$ cat src/rtl/main_fsm_pkg.sv
// Shared types and encodings for the multicycle RISC-V control FSM.
// Optional JAL support is enabled with the MAIN_FSM_JAL_EN macro.
package main_fsm_pkg;

  typedef enum logic [3:0] {
    FETCH    = 4'd0,
    DECODE   = 4'd1,
    MEMADR   = 4'd2,
    MEMREAD  = 4'd3,
    MEMWB    = 4'd4,
    MEMWRITE = 4'd5,
    EXECR    = 4'd6,
    EXECI    = 4'd7,
    ALUWB    = 4'd8,
`ifdef MAIN_FSM_JAL_EN
    BEQ      = 4'd9,
    JAL      = 4'd10
`else
    BEQ      = 4'd9
`endif
  } state_t;

  localparam logic [6:0] OP_LOAD  = 7'b0000011;
  localparam logic [6:0] OP_STORE = 7'b0100011;
  localparam logic [6:0] OP_RTYPE = 7'b0110011;
  localparam logic [6:0] OP_ITYPE = 7'b0010011;
  localparam logic [6:0] OP_BEQ   = 7'b1100011;
  localparam logic [6:0] OP_JAL   = 7'b1101111;

  localparam logic [1:0] RES_ALUOUT = 2'b00;
  localparam logic [1:0] RES_DATA   = 2'b01;
`ifdef MAIN_FSM_JAL_EN
  localparam logic [1:0] RES_PC4    = 2'b10;
`endif

  localparam logic [1:0] SRCA_PC    = 2'b00;
  localparam logic [1:0] SRCA_OLDPC = 2'b01;
  localparam logic [1:0] SRCA_RD1   = 2'b10;

  localparam logic [1:0] SRCB_RD2  = 2'b00;
  localparam logic [1:0] SRCB_IMM  = 2'b01;
  localparam logic [1:0] SRCB_FOUR = 2'b10;

  localparam logic [2:0] F_ADD = 3'b000;
  localparam logic [2:0] F_XOR = 3'b100;

  typedef struct packed {
    logic       pc_write;
    logic       ir_write;
    logic       mem_write;
    logic       reg_write;
    logic       adr_src;
    logic [1:0] alu_src_a;
    logic [1:0] alu_src_b;
    logic [1:0] result_src;
    logic       alud;
    logic [2:0] alu_f;
  } ctrl_t;

endpackage

$ cat src/rtl/main_fsm_out.sv
// Moore output decode: control bundle from the current state.
// JAL outputs exist only when MAIN_FSM_JAL_EN is defined.
module main_fsm_out
  import main_fsm_pkg::*;
(
  input  state_t     state,
  input  logic [2:0] funct3,
  input  logic       zero,
  output ctrl_t      ctrl
);

  always_comb begin
    ctrl       = '0;
    ctrl.alu_f = F_ADD;
    unique case (state)
      FETCH: begin
        ctrl.pc_write  = 1'b1;
        ctrl.ir_write  = 1'b1;
        ctrl.alu_src_a = SRCA_PC;
        ctrl.alu_src_b = SRCB_FOUR;
      end
      DECODE: begin
        ctrl.alu_src_a = SRCA_OLDPC;
        ctrl.alu_src_b = SRCB_IMM;
      end
      MEMADR: begin
        ctrl.alu_src_a = SRCA_RD1;
        ctrl.alu_src_b = SRCB_IMM;
      end
      MEMREAD: ctrl.adr_src = 1'b1;
      MEMWB: begin
        ctrl.reg_write  = 1'b1;
        ctrl.result_src = RES_DATA;
      end
      MEMWRITE: begin
        ctrl.adr_src   = 1'b1;
        ctrl.mem_write = 1'b1;
      end
      EXECR: begin
        ctrl.alu_src_a = SRCA_RD1;
        ctrl.alu_src_b = SRCB_RD2;
        ctrl.alud      = 1'b1;
        ctrl.alu_f     = funct3;
      end
      EXECI: begin
        ctrl.alu_src_a = SRCA_RD1;
        ctrl.alu_src_b = SRCB_IMM;
        ctrl.alud      = 1'b1;
        ctrl.alu_f     = funct3;
      end
      ALUWB: begin
        ctrl.reg_write  = 1'b1;
        ctrl.result_src = RES_ALUOUT;
      end
      BEQ: begin
        ctrl.alu_src_a = SRCA_RD1;
        ctrl.alu_src_b = SRCB_RD2;
        ctrl.alud      = 1'b1;
        ctrl.alu_f     = F_XOR;
        ctrl.pc_write  = zero;
      end
`ifdef MAIN_FSM_JAL_EN
      JAL: begin
        ctrl.alu_src_a  = SRCA_OLDPC;
        ctrl.alu_src_b  = SRCB_IMM;
        ctrl.pc_write   = 1'b1;
        ctrl.reg_write  = 1'b1;
        ctrl.result_src = RES_PC4;
      end
`endif
      default: ;
    endcase
  end

endmodule

$ cat src/rtl/main_fsm.sv
// Multicycle RISC-V main control FSM (state register + next state).
// Define MAIN_FSM_JAL_EN to support the JAL opcode.
module main_fsm
  import main_fsm_pkg::*;
(
  input  logic       clk,
  input  logic       rst_n,
  input  logic [6:0] op,
  input  logic [2:0] funct3,
  input  logic       zero,
  input  logic       mem_ready,
  output logic       pc_write,
  output logic       ir_write,
  output logic       mem_write,
  output logic       reg_write,
  output logic       adr_src,
  output logic [1:0] alu_src_a,
  output logic [1:0] alu_src_b,
  output logic [1:0] result_src,
  output logic       alud,
  output logic [2:0] alu_f,
  output logic       ill_op
);

  state_t state_q, state_d;
  logic   ill_dec;
  ctrl_t  ctrl;
  logic   fetch_ok;

  always_ff @(posedge clk or negedge rst_n) begin
    if (!rst_n) state_q <= FETCH;
    else        state_q <= state_d;
  end

  always_comb begin
    state_d = state_q;
    ill_dec = 1'b0;
    unique case (state_q)
      FETCH: if (mem_ready) state_d = DECODE;
      DECODE: begin
        unique case (op)
          OP_LOAD,
          OP_STORE: state_d = MEMADR;
          OP_RTYPE: state_d = EXECR;
          OP_ITYPE: state_d = EXECI;
          OP_BEQ:   state_d = BEQ;
`ifdef MAIN_FSM_JAL_EN
          OP_JAL:   state_d = JAL;
`else
          OP_JAL: begin
            state_d = FETCH;
            ill_dec = 1'b1;
          end
`endif
          default: begin
            state_d = FETCH;
            ill_dec = 1'b1;
          end
        endcase
      end
      MEMADR:
        state_d = (op == OP_STORE) ? MEMWRITE : MEMREAD;
      MEMREAD:  if (mem_ready) state_d = MEMWB;
      MEMWRITE: if (mem_ready) state_d = FETCH;
      EXECR,
      EXECI:    state_d = ALUWB;
      default:  state_d = FETCH;
    endcase
  end

  main_fsm_out u_out (
    .state  (state_q),
    .funct3 (funct3),
    .zero   (zero),
    .ctrl   (ctrl)
  );

  // Fetch strobes only fire once memory hands back the instruction.
  assign fetch_ok   = (state_q != FETCH) | mem_ready;
  assign pc_write   = rst_n & ctrl.pc_write & fetch_ok;
  assign ir_write   = rst_n & ctrl.ir_write & fetch_ok;
  assign mem_write  = rst_n & ctrl.mem_write;
  assign reg_write  = rst_n & ctrl.reg_write;
  assign ill_op     = rst_n & ill_dec;
  assign adr_src    = ctrl.adr_src;
  assign alu_src_a  = ctrl.alu_src_a;
  assign alu_src_b  = ctrl.alu_src_b;
  assign result_src = ctrl.result_src;
  assign alud       = ctrl.alud;
  assign alu_f      = ctrl.alu_f;

endmodule

$ cat config.mk
export PLATFORM = sky130hd
export DESIGN_NAME = main_fsm
export DESIGN_NICKNAME = d
export VERILOG_FILES = /design/src/rtl/main_fsm_pkg.sv /design/src/rtl/main_fsm_out.sv /design/src/rtl/main_fsm.sv
export SDC_FILE = /design/constraint.sdc
export NUM_CORES = 1
export LEC_CHECK = 0
export BUFFER_PORTS_ARGS = -buffer_cell sky130_fd_sc_hd__buf_4
export CORE_UTILIZATION = 39
export DETAILED_ROUTE_END_ITERATION = 16
export GPL_TIMING_DRIVEN = 0
export PLACE_DENSITY = 0.78
export SKIP_LAST_GASP = 1
export SLEW_MARGIN = 10
export SYNTH_ARGS = -nofsm -noshare
export SYNTH_HDL_FRONTEND = slang
export SYNTH_SLANG_ARGS = --single-unit
$ cat constraint.sdc
create_clock -name clk -period 1.2 [get_ports clk]
set_input_delay 0.24 -clock clk [delete_from_list [all_inputs] [get_ports clk]]
set_output_delay 0.24 -clock clk [all_outputs]
set_load 0.02 [all_outputs]
==> results.py <==
metrics = {
    "run_status": {
        "status": "finished, violations left",
        "violations": "negative setup slack",
    },
    "grt": {
        "grt_max_degree": 11,
        "antenna_found_initial": 0,
        "grt_pass1_vias": 710,
        "grt_overflow": 0,
        "grt_usage": 0.2757,
        "grt_pass1_wl_um": 2877,
    },
    "routing": {
        "antenna_left": 0,
        "detailroute.via_count": 936,
        "first_iter_violations": 50,
        "routed_wl_um": 3472,
        "wire_per_inst_um": 24.80,
        "first_pass_iters": 5,
        "avgViaCountPerCell": 6.686,
        "drc": 0,
    },
    "layout": {
        "num-fill-cells": 27,
        "final_nets": 140,
        "largest_reg_flops": 4,
        "syn_to_final_growth_pct": 124.9,
        "top_regs": "state_q (4)",
        "fin_cells": 140,
        "drive_gt1_frac": 0.7600,
        "final_common_cell": "buf_4",
        "largest-register": "state_q",
        "n_antenna_cell": 0,
        "final_cell_mix": "buf_4 (33), buf_6 (17), nand2_1 (5), nand2_2 (4)",
    },
    "sta": {
        "fin_crit_sh": 1.544,
        "post-route-min-period_ns": 1.853,
        "layout_setup_ws_ns": -0.6525,
        "whs_ns": 0.3613,
        "setup-violations-final": 19,
        "rsz0062_at_grt": "true",
        "max_freq_mhz": 539.8,
        "tns_ns": -8.753,
        "slew_violations": 0,
        "final_hold_viol_count": 0,
        "skew_ns": 0.007958,
    },
    "logic_synthesis": {
        "synth_area_leader_cell": "dfrtp_1",
        "yosysTopAreaCellShare": 0.1766,
        "synth_area_um2": 566.8,
        "synth_nets": 86,
        "synthDistinctLibCells": 34,
        "ys_seq_area_frac": 0.1766,
        "ys_seq_elements": 4,
        "ys.warnings.count": 0,
        "synth_area_per_cell_um2": 7.872,
        "syn_inst": 72,
        "synthTopCellsByArea": "dfrtp_1 (18%), nand2_1 (6.0%), buf_6 (6.0%)",
    },
    "floorplan": {
        "initial_utilization": 0.4250,
        "design.core.area_um2": 1334,
        "io-pin-count": 30,
        "dieArea_um2": 1610,
        "num_rows": 13,
        "die_height_um": 40.12,
        "dieWidth_um": 40.12,
    },
    "min_path": {
        "holdCritPathClass": "in2reg",
    },
    "power": {
        "intPower_mw": 1.507,
        "p_comb_frac": 0.834,
        "power_mw": 2.760,
        "swShare": 0.4539,
        "pwr_density_cell_nw_per_um2": 2165,
        "power.share.clock": 0.070,
        "p_seq_frac": 0.096,
        "p_leak_nw": 0.5783,
        "ir_drop_uv": 1822,
        "switching_power_mw": 1.253,
    },
    "clocking": {
        "numCtsBuffers": 3,
        "clk_latency_ns": 0.24,
        "clkTransAtPathRegs_ns": 0.05,
        "cts_tree": "done",
        "clock-root-buffer": "clkbuf_4",
        "cts_max_level": 1,
        "cts.sinks": 4,
        "clock_path_buffers": 2,
    },
    "placement": {
        "place_congestion": 0.8076,
        "place_inst": 115,
        "io_buffers": 28,
        "dp_slack_ns": -0.2909,
        "hpwl_um": 1207,
    },
    "worst_setup_path": {
        "crit_path_end_kind": "output port",
        "path_max_fanout": 5,
        "reg2reg_slack_ns": -0.43,
        "critical_path_arrival_ns": 1.61,
        "worstPathRequired_ns": 0.96,
        "path_class": "reg2out",
        "cp-start-kind": "flip-flop",
    },
    "job": {
        "maxCapViolations": 0,
    },
}
-- timing repair --
item	4_1_cts	5_1_grt
buffers inserted	14	8
cloned	1	0
gates resized for setup	28	24
endpoints found under the setup margin	16	19
hold buffers	1	0
hold endpoints to repair	4	0
pin swaps	11	16
-- metrics by stage --
step                      cell area (um^2)    util
after CTS                             1114  0.8349
after global routing                  1275  0.9559
after global placement               869.6  0.6520
after detailed placement             869.6  0.6520
final                                 1275  0.9559
after floorplan                      640.6       -
-- area by class of cell --
type                    instances  area, um^2  share of cell area
well taps                      15       18.77             0.01472
flip-flops and latches          4       103.9             0.08145
inverters                       2       10.01            0.007851
clock buffers                   4       26.28             0.02061
repair buffers                 49       442.9              0.3474
plain buffers                   6       71.32             0.05594
multi-input cells              60       601.8              0.4720
-- worst paths after layout --
check / from / to / cells after the start
worst min-delay path: mem_ready / state_q[0] / 3
worst max register to register: state_q[0] / state_q[2] / 5
worst max-delay path: state_q[1] / alu_src_a[1] / 5
min in group asynchronous: rst_n / state_q[2] / 2
worst min register to register: state_q[3] / state_q[3] / 2
max in group asynchronous: rst_n / state_q[3] / 2
-- per-layer routing --
metal,vias up,routed length (um),global-route usage,part of all wire
met2,94,1687,0.5121,0.49
met4,0,274,0.1810,0.079
met5,-,0,0,0
met3,37,373,0.05000,0.11
met1,435,1136,0.2742,0.33
li1,370,-,-,-
-- cell families after synthesis --
family / share of synthesized area
buffers and inverters: 0.1038
AND/OR/NAND/NOR: 0.5188
other: 0.006616
AO/OA/AOI/OAI: 0.1479
flip-flops: 0.1766
XOR/XNOR: 0.04637
-- power groups by stage --
stage	Sequential, mW	Clock, mW	Combinational (mW)
2_1_floorplan	0.229	0	0.873
3_3_place_gp	0.246	0	1.19
3_5_place_dp	0.247	0	1.21
4_1_cts	0.251	0.190	1.68
5_1_grt	0.265	0.203	2.38
6_report	0.266	0.193	2.30
-- synth_stat cells, drive strengths merged --
cell type	instances
conb	1
nand2b	2
nor2b	2
and3b	2
o21ai	1
nand3	4
nor4bb	1
nand2	9
nor4	1
o31ai	1
xor2	1
and2b	1
buf	6
xnor2	2
o211ai	2
nor2	5
a21oi	4
dfrtp	4
a211o	1
and3	4
a31oi	2
and4bb	1
and4	2
and2	1
nor3b	3
nand3b	2
nor3	1
a221oi	1
inv	2
nor4b	3
-- worst max-delay path, stage by stage (launching register included) --
cell and delay (ns):
dfrtp_1 0.42, buf_6 0.17, nor3b_4 0.31, nand2_2 0.19
o31ai_4 0.10, buf_4 0.19
Power figures use the tool's default switching activity.
